**src/rtl/jtag_unlock_ctrl_pkg.sv**
```systemverilog
// Shared debug-module definitions: DMI op/response encodings, HMAC message
// layout and the unlock sequencer state encoding.
package jtag_unlock_ctrl_pkg;

  typedef enum logic [1:0] {
    DmiNop   = 2'h0,
    DmiRead  = 2'h1,
    DmiWrite = 2'h2
  } dmi_op_e;

  typedef enum logic [1:0] {
    DmiRespSuccess = 2'h0,
    DmiRespFailed  = 2'h2,
    DmiRespBusy    = 2'h3
  } dmi_resp_e;

  localparam int unsigned PassWidth   = 32;
  localparam int unsigned HashWidth   = 256;
  localparam int unsigned MsgPadWidth = 480;

  localparam logic [2:0] StIdle      = 3'd0;
  localparam logic [2:0] StWaitReady = 3'd1;
  localparam logic [2:0] StWaitBusy  = 3'd2;
  localparam logic [2:0] StWaitValid = 3'd3;
  localparam logic [2:0] StCompare   = 3'd4;
  localparam logic [2:0] StLockout   = 3'd5;

  function automatic int unsigned max_u(input int unsigned a, input int unsigned b);
    return (a > b) ? a : b;
  endfunction

endpackage

```
**src/rtl/jtag_unlock_ctrl.sv**
```systemverilog
// Debug-unlock sequencer: runs the password through the shared HMAC engine,
// compares against the expected digest, and rate-limits failed attempts.
module jtag_unlock_ctrl
  import jtag_unlock_ctrl_pkg::*;
#(
  parameter int unsigned MaxFails      = 3,
  parameter int unsigned LockoutCycles = 1024,
  parameter int unsigned TimeoutCycles = 4096
) (
  input  logic                             tck_i,
  input  logic                             trst_ni,
  input  logic                             req_valid_i,
  output logic                             req_ready_o,
  input  logic [31:0]                      req_pass_i,
  input  logic                             relock_i,
  input  logic [255:0]                     exp_hash_i,
  output logic                             hmac_init_o,
  output logic [511:0]                     hmac_msg_o,
  input  logic                             hmac_ready_i,
  input  logic                             hmac_valid_i,
  input  logic [255:0]                     hmac_hash_i,
  output logic                             unlock_o,
  output logic                             locked_out_o,
  output logic                             done_o,
  output logic                             pass_ok_o,
  output logic [$clog2(MaxFails+1)-1:0]    fail_cnt_o
);

  localparam int unsigned CntMax = max_u(LockoutCycles, TimeoutCycles);
  localparam int unsigned CntW   = (CntMax > 1) ? $clog2(CntMax) : 1;
  localparam int unsigned FailW  = $clog2(MaxFails + 1);

  localparam logic [CntW-1:0]  TimeoutLoad = CntW'(TimeoutCycles - 1);
  localparam logic [CntW-1:0]  LockoutLoad = CntW'(LockoutCycles - 1);
  localparam logic [FailW-1:0] FailLimit   = FailW'(MaxFails);

  logic [2:0]           state_q, state_d;
  logic [CntW-1:0]      cnt_q, cnt_d;
  logic [PassWidth-1:0] pass_q, pass_d;
  logic [HashWidth-1:0] hash_q, hash_d;
  logic [FailW-1:0]     fail_q, fail_d;
  logic                 init_q, init_d;
  logic                 timeout_q, timeout_d;
  logic                 unlock_q, unlock_d;
  logic                 done_q, done_d;
  logic                 pass_ok_q, pass_ok_d;

  logic                 cnt_zero;
  logic                 hash_match;
  logic [FailW-1:0]     fail_inc;

  assign cnt_zero   = (cnt_q == '0);
  // A watchdog expiry reuses COMPARE with a forced mismatch.
  assign hash_match = !timeout_q && (hash_q == exp_hash_i);
  assign fail_inc   = (fail_q == FailLimit) ? fail_q : fail_q + FailW'(1);

  always_comb begin
    // NOTE: every signal gets a default here so no path leaves it unassigned,
    // which would otherwise infer a latch.
    state_d   = state_q;
    cnt_d     = cnt_q;
    pass_d    = pass_q;
    hash_d    = hash_q;
    fail_d    = fail_q;
    init_d    = init_q;
    timeout_d = timeout_q;
    unlock_d  = unlock_q;
    done_d    = 1'b0;
    pass_ok_d = pass_ok_q;

    case (state_q)
      StIdle: begin
        if (req_valid_i) begin
          pass_d    = req_pass_i;
          cnt_d     = TimeoutLoad;
          timeout_d = 1'b0;
          state_d   = StWaitReady;
        end
      end

      StWaitReady: begin
        if (hmac_ready_i) begin
          init_d  = 1'b1;
          cnt_d   = TimeoutLoad;
          state_d = StWaitBusy;
        end else if (cnt_zero) begin
          init_d    = 1'b0;
          timeout_d = 1'b1;
          state_d   = StCompare;
        end else begin
          cnt_d = cnt_q - CntW'(1);
        end
      end

      StWaitBusy: begin
        // Init is held until the engine shows it has left idle.
        if (!hmac_ready_i) begin
          init_d  = 1'b0;
          cnt_d   = TimeoutLoad;
          state_d = StWaitValid;
        end else if (cnt_zero) begin
          init_d    = 1'b0;
          timeout_d = 1'b1;
          state_d   = StCompare;
        end else begin
          cnt_d = cnt_q - CntW'(1);
        end
      end

      StWaitValid: begin
        if (hmac_valid_i) begin
          hash_d  = hmac_hash_i;
          state_d = StCompare;
        end else if (cnt_zero) begin
          timeout_d = 1'b1;
          state_d   = StCompare;
        end else begin
          cnt_d = cnt_q - CntW'(1);
        end
      end

      StCompare: begin
        done_d    = 1'b1;
        pass_ok_d = hash_match;
        timeout_d = 1'b0;
        if (hash_match) begin
          unlock_d = 1'b1;
          fail_d   = '0;
          state_d  = StIdle;
        end else begin
          unlock_d = 1'b0;
          fail_d   = fail_inc;
          if (fail_inc == FailLimit) begin
            cnt_d   = LockoutLoad;
            state_d = StLockout;
          end else begin
            state_d = StIdle;
          end
        end
      end

      StLockout: begin
        if (cnt_zero) begin
          fail_d  = '0;
          state_d = StIdle;
        end else begin
          cnt_d = cnt_q - CntW'(1);
        end
      end

      default: state_d = StIdle;
    endcase

    // Relock overrides any unlock decided this cycle.
    if (relock_i) unlock_d = 1'b0;
  end

  // NOTE: sequential state uses non-blocking assignments so every flop
  // samples the pre-edge values regardless of statement order.
  always_ff @(posedge tck_i or negedge trst_ni) begin
    if (!trst_ni) begin
      state_q   <= StIdle;
      cnt_q     <= '0;
      pass_q    <= '0;
      hash_q    <= '0;
      fail_q    <= '0;
      init_q    <= 1'b0;
      timeout_q <= 1'b0;
      unlock_q  <= 1'b0;
      done_q    <= 1'b0;
      pass_ok_q <= 1'b0;
    end else begin
      state_q   <= state_d;
      cnt_q     <= cnt_d;
      pass_q    <= pass_d;
      hash_q    <= hash_d;
      fail_q    <= fail_d;
      init_q    <= init_d;
      timeout_q <= timeout_d;
      unlock_q  <= unlock_d;
      done_q    <= done_d;
      pass_ok_q <= pass_ok_d;
    end
  end

  assign req_ready_o  = (state_q == StIdle);
  assign locked_out_o = (state_q == StLockout);
  assign hmac_init_o  = init_q;
  assign hmac_msg_o   = {{MsgPadWidth{1'b0}}, pass_q};
  assign unlock_o     = unlock_q;
  assign done_o       = done_q;
  assign pass_ok_o    = pass_ok_q;
  assign fail_cnt_o   = fail_q;

endmodule
```
**config.mk**
```make
export PLATFORM = sky130hd
export DESIGN_NAME = jtag_unlock_ctrl
export DESIGN_NICKNAME = d
export VERILOG_FILES = /design/src/rtl/jtag_unlock_ctrl_pkg.sv /design/src/rtl/jtag_unlock_ctrl.sv
export SDC_FILE = /design/constraint.sdc
export NUM_CORES = 1
export LEC_CHECK = 0
export ABC_AREA = 1
export BUFFER_PORTS_ARGS = -buffer_cell sky130_fd_sc_hd__buf_2
export CORE_AREA = 4 4 420 422
export CTS_BUF_LIST = sky130_fd_sc_hd__clkbuf_16
export CTS_CLUSTER_DIAMETER = 50
export DETAILED_ROUTE_END_ITERATION = 12
export DIE_AREA = 0 0 424 426
export SYNTH_ARGS = -nofsm -noshare
export SYNTH_HDL_FRONTEND = slang
export SYNTH_SLANG_ARGS = --single-unit
```
**constraint.sdc**
```tcl
create_clock -name tck_i -period 2.2 [get_ports tck_i]
set_clock_uncertainty 0.1 [all_clocks]
set_input_delay 0.66 -clock tck_i [delete_from_list [all_inputs] [get_ports tck_i]]
set_output_delay 0.66 -clock tck_i [all_outputs]
set_load 0.01 [all_outputs]
```
# Word-level counts from Yosys, hierarchy flattened
# Cells that the tools add are included.
dict set report classes {
  addsub 2
  n_eq_ne 15
  mux 35
  n_reduce_logical 15
}
# cell n
set ops {}
lappend ops {{equality test 256 bit} 1}
lappend ops {{two-way mux 12 bit} 7}
lappend ops {{one-hot mux 12 bit (6 select lines)} 1}
lappend ops {{two-way mux 3 bit} 8}
lappend ops {{one-hot mux 3 bit (6 select lines)} 1}
lappend ops {{zero test 12 bit} 1}
lappend ops {{two-way mux 1 bit} 12}
lappend ops {{!= test 2 bit, second input constant} 6}
lappend ops {{subtractor 12 x 1 -> 12 bit, second input constant} 1}
lappend ops {{AND reduction 5 bit} 2}
lappend ops {{AND reduction 2 bit} 4}
lappend ops {{equality test 3 x 2 -> 1 bit, second input constant} 2}
lappend ops {{equality test 3 bit, second input constant} 2}
lappend ops {{two-way mux 2 bit} 3}
lappend ops {{nonzero test 2 bit} 3}
lappend ops {{nonzero test 6 bit} 1}
lappend ops {{one-hot mux 1 bit (5 select lines)} 1}
lappend ops {{nonzero test 5 bit} 1}
lappend ops {{equality test 2 bit, second input constant} 2}
lappend ops {{one-hot mux 2 bit (2 select lines)} 1}
lappend ops {{equality test 3 x 1 -> 1 bit, second input constant} 1}
lappend ops {{zero test 3 bit} 1}
lappend ops {{adder 2 x 1 -> 2 bit, second input constant} 1}
lappend ops {{!= test 2 x 1 -> 1 bit, second input constant} 1}
lappend ops {{3 further kinds} 3}
dict set report totals {
  register_bits 310
  in_bits 550
  wordCells 77
}

# Longest topological paths before layout
dict set report logic_depth {
  depth_word 6
  mapped_depth 15
}

# Worst setup path before layout
# OpenSTA, ideal clock, no wires.
dict set report synth_path {
  path_type {in2reg}
  from {input port exp_hash_i[206]}
  to {register cnt_q[4]}
  t_arrival_ns 1.790
  t_required_ns 1.983
  path_slack_ns 0.193
  stages 11
  path_cell_list {xnor2_1 nand2_1 nor2_1 nand2_1 nor2_1 nand2_1 nor2_1 nand4_4 buf_2 nand4_1 nand2_1}
}
dict set report synth_between {
  elab_chain_cells 4
}
# element line_no
set synth_rtl {}
lappend synth_rtl {{start, declared} jtag_unlock_ctrl.sv:16} ;# input logic [255:0] exp_hash_i,
lappend synth_rtl {{equality test 256 bit} jtag_unlock_ctrl.sv:54} ;# assign hash_match = !timeout_q && (hash_q == exp_hash_i);
lappend synth_rtl {{logical AND 1 bit} jtag_unlock_ctrl.sv:54}
lappend synth_rtl {{!= test 2 bit (no line)} -}
lappend synth_rtl {{AND reduction 5 bit (no line)} -}
lappend synth_rtl {{end signal, assigned} jtag_unlock_ctrl.sv:174} ;# cnt_q <= cnt_d;
lappend synth_rtl {{end, declared} jtag_unlock_ctrl.sv:38} ;# logic [CntW-1:0] cnt_q, cnt_d;
# Every way passes these cells.
# A chain may end at the register's enable or synchronous reset.

# Final worst setup path
dict set report layout_path {
  from {register state_q[0]}
  to {output port req_ready_o}
}
dict set report layout_between {
  elab_chain_cells 1
}
# element line_no
set layout_rtl {}
lappend layout_rtl {{start, declared} jtag_unlock_ctrl.sv:37} ;# logic [2:0] state_q, state_d;
lappend layout_rtl {{start signal, assigned} jtag_unlock_ctrl.sv:162} ;# state_q <= StIdle;
lappend layout_rtl {{start signal, assigned} jtag_unlock_ctrl.sv:173} ;# state_q <= state_d;
lappend layout_rtl {{zero test 3 bit} jtag_unlock_ctrl.sv:186} ;# assign req_ready_o = (state_q == StIdle);
lappend layout_rtl {{end, declared} jtag_unlock_ctrl.sv:13} ;# output logic req_ready_o,
# Every way passes these cells.

==> metrics.txt <==
Async SR Flop Fraction=1.00; first-pass GRT wire length=108000 um; drt via density=3.11; total congestion overflow=0; Reg area=7760 um^2; vias=18100; CP required=1.44 ns; Num Clock Sinks=a little over 300; final instance area=27200 um^2; Reg clk slew, reported paths=around 0.050 ns; outcome=complete, but fails checks; Final ANT Viol Nets=0; core area=173000 um^2; Yosys top cell area share=0.390; hpwl dp=between 60000 and 70000 um; routed wire length=78600 um; Peak Freq=between 400 and 500 MHz; Yosys reg bits=between 300 and 400; Syn Std Cell Area=roughly 20000 um^2; Slew Viols, Final=0; CP Launch Type=register; Peak VDD IR=approximately 0.75 mV; Synth Flop Type=dfrtp_1; Filler cells=19700; crit end category=output port; Nets=just under 4000; number of global-route vias before repair=approximately 17000; Total Power=about 0.03 W; max incr delay on CP=around 0.44 ns; P_leak=approximately 14 nW; largest net degree at the start of global routing=67; drt first pass iters=5; DRC=0; Fin. Hold Viols=0; Die ar.=181000 um^2; number of max-cap violations=0; layout cells sized above 1=0.262; synth top area cells=dfrtp_1 39%, buf_4 18%, nand2_1 18%; # H-tree levels=2; CP max FO=4; top-count cell post-synth=nand2_1; IO Port Bufs=between 500 and 600; failing checks=negative setup slack; Critical R2R Launch=hash_q[78]; fin cells=5829; area of placed instances=approximately 25000 um^2; starting density of the core=0.115; Crit. Startpoint=state_q[0]; Most common cell on crit path=nor2_4; DIE WIDTH=~420 um; Avg Cell Area, Syn=7.30 um^2; period utilization=1.05; CTS Root Cell=clkbuf_16; Ys Warns=0; Synth cell types=36; post-layout util=0.157; Num CTS Buffers=55; gr usage total=0.0808; RSZ-0062 raised after global routing=yes; critical path's slowest cell=dfrtp_2; synth cell count leaders=959 x nand2_1, 480 x buf_4, 317 x inv_1, 310 x dfrtp_1, 195 x o21ai_0; Hold Crit Class=in2reg; Final GP Congestion=roughly 0.95; Iter 0 DRT Violations=roughly 1200; TritonCTS clock tree=built; CP delay by family, top=flip-flops; Bufs and invs on worst path=2; post-layout min period=~2.3 ns; hold wc startpoint=hmac_hash_i[218]; sequential element share of the synthesized area=0.390; P per Cell Area=~1100 nW/um^2; Area Growth Syn to Fin=36.7%; site row count=153; Tightest Pin Transition=roughly 0.51 ns; io pins=approximately 1100; per-cell routed wire length=~13 um; Slew Limit Headroom=0.657; Finish-stage setup viols=13; area of the multi-input gates=just over 9000 um^2; number of synthesized flops with an enable pin=0; CTS Buffer Depth=3; clock insertion delay at the later pin of the skew report=approximately 0.67 ns; CP Cell Sequence=nor2_4 -> inv_2 -> nor2_4 -> buf_6; largest area contributor in the netlist=dfrtp_1; type of the worst setup path=reg2out; Post-Synthesis Cells=between 2000 and 3000; Die H=426 um; CP arrival=around 1.6 ns; initial antenna violation count=36; Setup WS post-layout=-0.115 ns; Placed Cells=between 5000 and 6000
[cell type report]
type                       instances  area share
multi-input combinational       2028       0.334
clock buffer                      55      0.0507
clock inverter                    49      0.0224
antenna                           29     0.00267
tap                             2325       0.107
sequential                       310       0.286
inverter                         321      0.0448
timing repair buffer             712       0.153
[metrics by stage]
| stage | hold slack [ns] | setup slack (ns) | TNS [ns] |
|---|---|---|---|
| 6_report | 0.0886 | -0.115 | -0.711 |
| 4_1_cts | 0.0000335 | -0.180 | -0.871 |
| 5_1_grt | 0.0351 | -0.222 | -3.37 |
| 2_1_floorplan | 0.264 | 0.193 | 0 |
| 3_5_place_dp | 0.363 | -0.799 | -13.43 |
| 3_3_place_gp | 0.368 | -0.815 | -13.64 |
[timing repair]
item | in CTS | in global routing
setup endpoints to repair | 20 | 26
gates cloned | 0 | 1
gates resized for setup | 59 | 34
hold buffers | 5 | 0
buffers inserted | 12 | 4
endpoints found under the hold margin | 26 | 0
pin swaps | 35 | 31
[placed cells by master (no fill, tap or decap), types with 11 or more instances in the layout]
master,instances
nand2_1,939
buf_2,586
conb_1,480
inv_1,312
dfrtp_1,307
o21ai_0,188
nor2_1,132
buf_4,96
clkbuf_16,55
xnor2_1,53
nand4_1,38
diode_2,29
xor2_1,27
o21ai_1,20
mux2_2,20
nand2_2,19
nand3_1,16
buf_12,16
nor2_2,13
nor2_4,13
mux2_1,12
inv_8,11
[metal layers]
| layer | GRT usage | part of all wire | vias up | wire, um |
|---|---|---|---|---|
| li1 | - | - | 8751 | - |
| met1 | 0.0967 | 0.39 | 8477 | 31000 |
| met2 | 0.134 | 0.49 | 761 | 38200 |
| met3 | 0.0211 | 0.075 | 130 | 5910 |
| met4 | 0.0403 | 0.045 | 2 | 3550 |
| met5 | 0 | 0.00017 | - | 13 |
[where the power goes]
part           switching, W  internal (W)  leakage (nW)
Clock               0.00367       0.00559         0.978
Sequential          0.00161       0.00846          3.78
Combinational       0.00655       0.00457          9.46
Total                0.0118        0.0186          14.2
[kinds of logic (layout without fill, tap and decap cells)]
group           count (synthesis)  after routing  share of synthesized area
buf+inv                       865           1137                      0.257
flops                         310            310                      0.390
compound gates                230            230                     0.0592
other cells                     1            509                   0.000189
mux                            32             32                     0.0181
fa+ha+maj                       2              2                    0.00126
simple gates                 1199           1200                      0.237
xor+xnor                       84             84                     0.0370
[path summary, 6_finish.rpt]
check,depth (start not counted),endpoint,slack [ns]
hold / removal,3,hash_q[218],0.09
setup reg to reg,13,cnt_q[2],-0.05
max in group asynchronous,3,hash_q[24],0.83
setup / recovery,4,req_ready_o,-0.12
min in group asynchronous,2,hash_q[220],0.38
hold reg to reg,2,cnt_q[8],0.38
[sequential cells by signal, indices dropped and copies added, names as in the netlist]
register     cells
hash_q         256
cnt_q           12
pass_q          32
unlock_o         1
pass_ok_o        1
fail_cnt_o       2
state_q          3
timeout_q        1
hmac_init_o      1
done_o           1
[tightest hold or removal path, stage by stage]
cell and delay (ns):
buf_2 0.07, nand2_1 0.04, nand2_1 0.05
Note: power is estimated with default switching activity, not from simulation.
